$ cat config.mk
export PLATFORM = sky130hd
export DESIGN_NAME = signed_mac_accumulator
export DESIGN_NICKNAME = d
export VERILOG_FILES = /design/src/rtl/signed_mac_accumulator.sv
export SDC_FILE = /design/constraint.sdc
export NUM_CORES = 1
export LEC_CHECK = 0
export CORE_ASPECT_RATIO = 1.1
export CORE_MARGIN = 8
export CORE_UTILIZATION = 45
export DETAILED_ROUTE_END_ITERATION = 10
export PLACE_DENSITY_LB_ADDON = 0.08
export SETUP_SLACK_MARGIN = 0.2
export SYNTH_ARGS = -nofsm -noshare
export SYNTH_HDL_FRONTEND = slang
export SYNTH_SLANG_ARGS = --single-unit
$ cat constraint.sdc
create_clock -name clk -period 4.37 [get_ports clk]
set_input_delay 0.874 -clock clk [delete_from_list [all_inputs] [get_ports clk]]
set_output_delay 0.874 -clock clk [all_outputs]
set_load 0.05 [all_outputs]
$ cat src/rtl/signed_mac_accumulator.sv
`timescale 1ns/1ps
// signed_mac_accumulator: sums num_terms signed products into a saturating
// ACC_W-bit accumulator, then holds the result until acc_ready.
//   clk, rst_n           : clock, async active-low reset
//   start, num_terms     : job request, sampled in IDLE
//   prod_in/valid/ready  : product input handshake
//   acc_out/valid/ready  : result output handshake
//   overflow             : sticky saturation flag for the current job
//   busy                 : high in ACCUM and DONE
module signed_mac_accumulator #(
  parameter int PROD_W = 64,
  parameter int ACC_W  = 72,
  parameter int CNT_W  = 16
) (
  input  logic              clk,
  input  logic              rst_n,
  input  logic              start,
  input  logic [CNT_W-1:0]  num_terms,
  input  logic [PROD_W-1:0] prod_in,
  input  logic              prod_valid,
  output logic              prod_ready,
  output logic [ACC_W-1:0]  acc_out,
  output logic              acc_valid,
  input  logic              acc_ready,
  output logic              overflow,
  output logic              busy
);

  typedef enum logic [1:0] {
    IDLE,
    ACCUM,
    DONE
  } state_t;

  localparam logic [ACC_W-1:0] ACC_MAX = {1'b0, {(ACC_W-1){1'b1}}};
  localparam logic [ACC_W-1:0] ACC_MIN = {1'b1, {(ACC_W-1){1'b0}}};

  state_t            state;
  state_t            state_nxt;
  logic [ACC_W-1:0]  acc;
  logic [CNT_W-1:0]  count;
  logic [CNT_W-1:0]  target;
  logic [ACC_W:0]    sum;
  logic              sat;
  logic [ACC_W-1:0]  sum_sat;
  logic              last_beat;

  // One guard bit: the add overflows exactly when the top two sum bits differ.
  always_comb begin
    sum     = {acc[ACC_W-1], acc} + {{(ACC_W+1-PROD_W){prod_in[PROD_W-1]}}, prod_in};
    sat     = sum[ACC_W] ^ sum[ACC_W-1];
    sum_sat = sum[ACC_W-1:0];
    if (sat) begin
      sum_sat = sum[ACC_W] ? ACC_MIN : ACC_MAX;
    end
  end

  assign last_beat = (count == target - 1'b1);

  always_comb begin
    state_nxt = state;
    case (state)
      IDLE: begin
        if (start) begin
          state_nxt = (num_terms == '0) ? DONE : ACCUM;
        end
      end
      ACCUM: begin
        if (prod_valid && last_beat) begin
          state_nxt = DONE;
        end
      end
      DONE: begin
        if (acc_ready) begin
          state_nxt = IDLE;
        end
      end
      default: state_nxt = IDLE;
    endcase
  end

  always_ff @(posedge clk or negedge rst_n) begin
    if (!rst_n) begin
      state    <= IDLE;
      acc      <= '0;
      count    <= '0;
      target   <= '0;
      overflow <= 1'b0;
    end else begin
      state <= state_nxt;
      case (state)
        IDLE: begin
          if (start) begin
            acc      <= '0;
            count    <= '0;
            target   <= num_terms;
            overflow <= 1'b0;
          end
        end
        ACCUM: begin
          if (prod_valid) begin
            acc   <= sum_sat;
            count <= count + 1'b1;
            if (sat) begin
              overflow <= 1'b1;
            end
          end
        end
        default: ;
      endcase
    end
  end

  assign prod_ready = (state == ACCUM);
  assign acc_valid  = (state == DONE);
  assign busy       = (state != IDLE);
  assign acc_out    = acc;

endmodule

==> metrics.md <==
| Metric | Value |
|---|---|
| CP max FO | `15` |
| Post-synthesis sequential area ratio | `28.82%` |
| Crit-path most repeated cell | `a211oi_2` |
| RSZ-0062 raised after global routing | `no` |
| Synth-to-layout area growth | `29.89%` |
| DR DRC count | `0` |
| Slew margin rel. | `38.79%` |
| Syn Std Cell Area | `0.009290 mm^2` |
| Layout Cells excl Fill | `1643` |
| CP Class | `primary input to register` |
| Multi-input gate area | `0.006332 mm^2` |
| Drt initial violations | `472` |
| Min Hold Slack | `519.3 ps` |
| FMAX | `0.2499 GHz` |
| Post-Synthesis Cells | `1189` |
| Drt total wl | `28.63 mm` |
| Fill cells | `1907` |
| Total grt overflow | `0` |
| Worst Skew | `11.96 ps` |
| H-tree levels | `3` |
| Final worst-path cycle share | `91.59%` |
| GPL Wtd Cong | `0.9188` |
| Ys Warns | `0` |
| IO Port Bufs | `160` |
| CTS tree | `done` |
| CTS Root Cell | `clkbuf_16` |
| Cell Pwr Density | `740.9 mW/mm^2` |
| Max Slew Vio Count | `0` |
| Mapped Avg Cell Area | `7.813 um^2` |
| Area leader, netlist | `dfrtp_1` |
| Ys flop type | `dfrtp_1` |
| Via count | `9337` |
| Unique masters post-synth | `70` |
| EDFF count, synth | `0` |
| VDD IR max | `0.3694 mV` |
| CP Launch Type | `primary input` |
| Status | `finished, final reports clean` |
| Crit path DAT | `4260 ps` |
| Largest net degree at the start of global routing | `56` |
| Asr flop ratio synth | `100.0%` |
| Die area | `0.02550 mm^2` |
| Final setup vio count | `0` |
| Hold_buf cts | `0` |
| ANT nets after route | `0` |
| Crit-path max cell delay | `430 ps` |
| Die height | `166.7 um` |
| # rows | `55` |
| Vias in the first global route | `9421` |
| Worst-skew pair later-pin latency | `370 ps` |
| Leakage | `5.360 nW` |
| Top cells by area, synth | `dfrtp_1 (29%), ha_1 (10%), nand2_1 (6.2%)` |
| Hold Fails Final Rpt | `0` |
| Horiz. Die Dim | `153.0 um` |
| #FFs+latches synth | `107` |
| Least-Margin Pin Slew | `917.2 ps` |
| Slowest CP cell | `fa_1` |
| First-pass GRT wire length | `46.73 mm` |
| Placed Instances | `1620` |
| First drt pass iteration count | `5` |
| Area occupied by registers | `0.002678 mm^2` |
| Max_cap viols | `0` |
| Total Routing Usage GR | `21.91%` |
| TritonCTS Buffers | `9` |
| Boundary Pins | `161` |
| Routed len/inst | `17.43 um` |
| Clk sinks | `107` |
| Synth top area share | `28.82%` |
| Core area | `0.02044 mm^2` |
| Post-DP HPWL | `22.15 mm` |
| Initial antenna violation count | `0` |
| Initial Util | `45.45%` |
| Clk slew on worst S/H paths | `90 ps` |
| Worst EP required | `4630 ps` |
| Nets | `1542` |
| Syn_nets | `1349` |
| Tmin final | `4002 ps` |
| Avg Vias per Cell | `5.683` |
| Cell Chain, Critical Path | `clkdlybuf4s50_1 > ha_1 > fa_1 > a211oi_2 > o211ai_1 > a211oi_2 > nor2_1 > a221oi_2 > o21ai_2 > a21oi_4 > nand3b_1 > o211ai_4 > buf_4 > clkbuf_16 > o21ai_1` |
| Critical Path End Type | `register` |
| Share of layout cells above drive strength 1 | `10.45%` |
| N_diodes | `0` |
| Hold crit path type | `register to register` |
| CTS Buffer Depth | `2` |
[path summary, 6_finish.rpt]
check / start / end / slack, ps / depth (start not counted)
worst max-delay path: prod_in[0] / acc_out[3] / 370 / 15
worst min-delay path: acc_out[55] / acc_out[55] / 520 / 2
worst max register to register: acc_out[0] / acc_out[3] / 880 / 14
worst min register to register: acc_out[55] / acc_out[55] / 520 / 2
max in group asynchronous: rst_n / acc_out[25] / 3040 / 2
min in group asynchronous: rst_n / acc_out[38] / 560 / 1
[critical path, delay by kind of cell]
kind                       cells  cell delay, ps
AOI/OAI and AO/OA              8            1630
adders and majority gates      2             700
buffers and inverters          3             770
and+or+nand+nor                2             280
[state kept, by name (all words and copies together) (netlist names)]
register  cells
overflow      1
target       16
count        16
state         2
acc_out      72
[synth_stat cells, drive strengths merged (8+ instances only)]
library cell  number
o211ai             9
xnor2             48
dfrtp            107
and3              10
nor4              15
mux2              14
nor3              19
nand3             23
inv               21
a31oi             18
nor2             138
a21oi             96
a21o              33
ha                74
o21ai            134
buf               18
nand2            154
o21bai            17
or3                9
xor2              52
a211oi             8
nand4             37
clkbuf            49
[through the flow]
stage          utilization (%)  total power [mW]  worst slack, ps  cell area, um^2  TNS, ps
6_report                 59.04             8.940            367.6            12070        0
2_1_floorplan                -             5.966            631.7             9290        0
3_3_place_gp             56.79             7.885           -61.67            11610    -2935
5_1_grt                  59.04             9.645            158.8            12070        0
3_5_place_dp             56.79             7.940           -174.6            11610    -9653
4_1_cts                  58.32             8.858            200.2            11920        0
[layout by cell type, fill, tap and decap left out, types with 15 or more instances in the layout]
cell | synthesis | final
nor4_1 | 15 | 15
o21ai_0 | 59 | 59
o21bai_1 | 17 | 17
ha_1 | 74 | 73
nand3_1 | 23 | 23
nand2_1 | 154 | 154
nor3_1 | 19 | 19
buf_4 | 5 | 84
xnor2_1 | 48 | 48
a31oi_1 | 18 | 18
a21o_1 | 33 | 33
xor2_1 | 51 | 51
dfrtp_1 | 107 | 107
inv_1 | 21 | 21
nand4_1 | 37 | 37
clkdlybuf4s50_1 | 0 | 159
nor2_1 | 138 | 136
a21oi_1 | 91 | 90
o21ai_1 | 74 | 73
[where the power goes]
part / switching [mW] / total (mW) / internal (mW)
Clock: 0.464 / 0.881 / 0.417
Sequential: 0.355 / 1.71 / 1.35
Combinational: 3.83 / 6.35 / 2.52
Total: 4.65 / 8.94 / 4.29
[cells by family after synthesis]
family	Yosys count	synth area share (%)
and+or+nand+nor	431	20.82
AOI/OAI and AO/OA	371	24.71
DFF	107	28.82
xor gates and xnor gates	100	9.508
buffers and inverters	88	3.933
adders and majority gates	75	10.18
muxes	17	2.020
[layer usage]
metal | share of wire (%) | vias up | track usage, % | routed length [um]
li1 | - | 4685 | - | -
met1 | 45 | 4381 | 27.08 | 12820
met2 | 49 | 234 | 38.19 | 13930
met3 | 5.0 | 37 | 4.220 | 1420
met4 | 1.6 | 0 | 6.115 | 460
met5 | 0 | - | 0 | 0
[repair_timing]
action,4_1_cts,5_1_grt
gates resized for setup,0,9
buffers inserted,0,4
setup endpoints to repair,0,72
[layout make-up]
cell class | instances | area share [%]
multi-input cells | 994 | 52.48
well taps | 256 | 2.654
clock inverters | 7 | 0.7362
clock buffers | 9 | 1.866
repair buffers | 249 | 19.42
inverters | 21 | 0.6533
flip-flops and latches | 107 | 22.19
(Power assumes the default switching activity.)
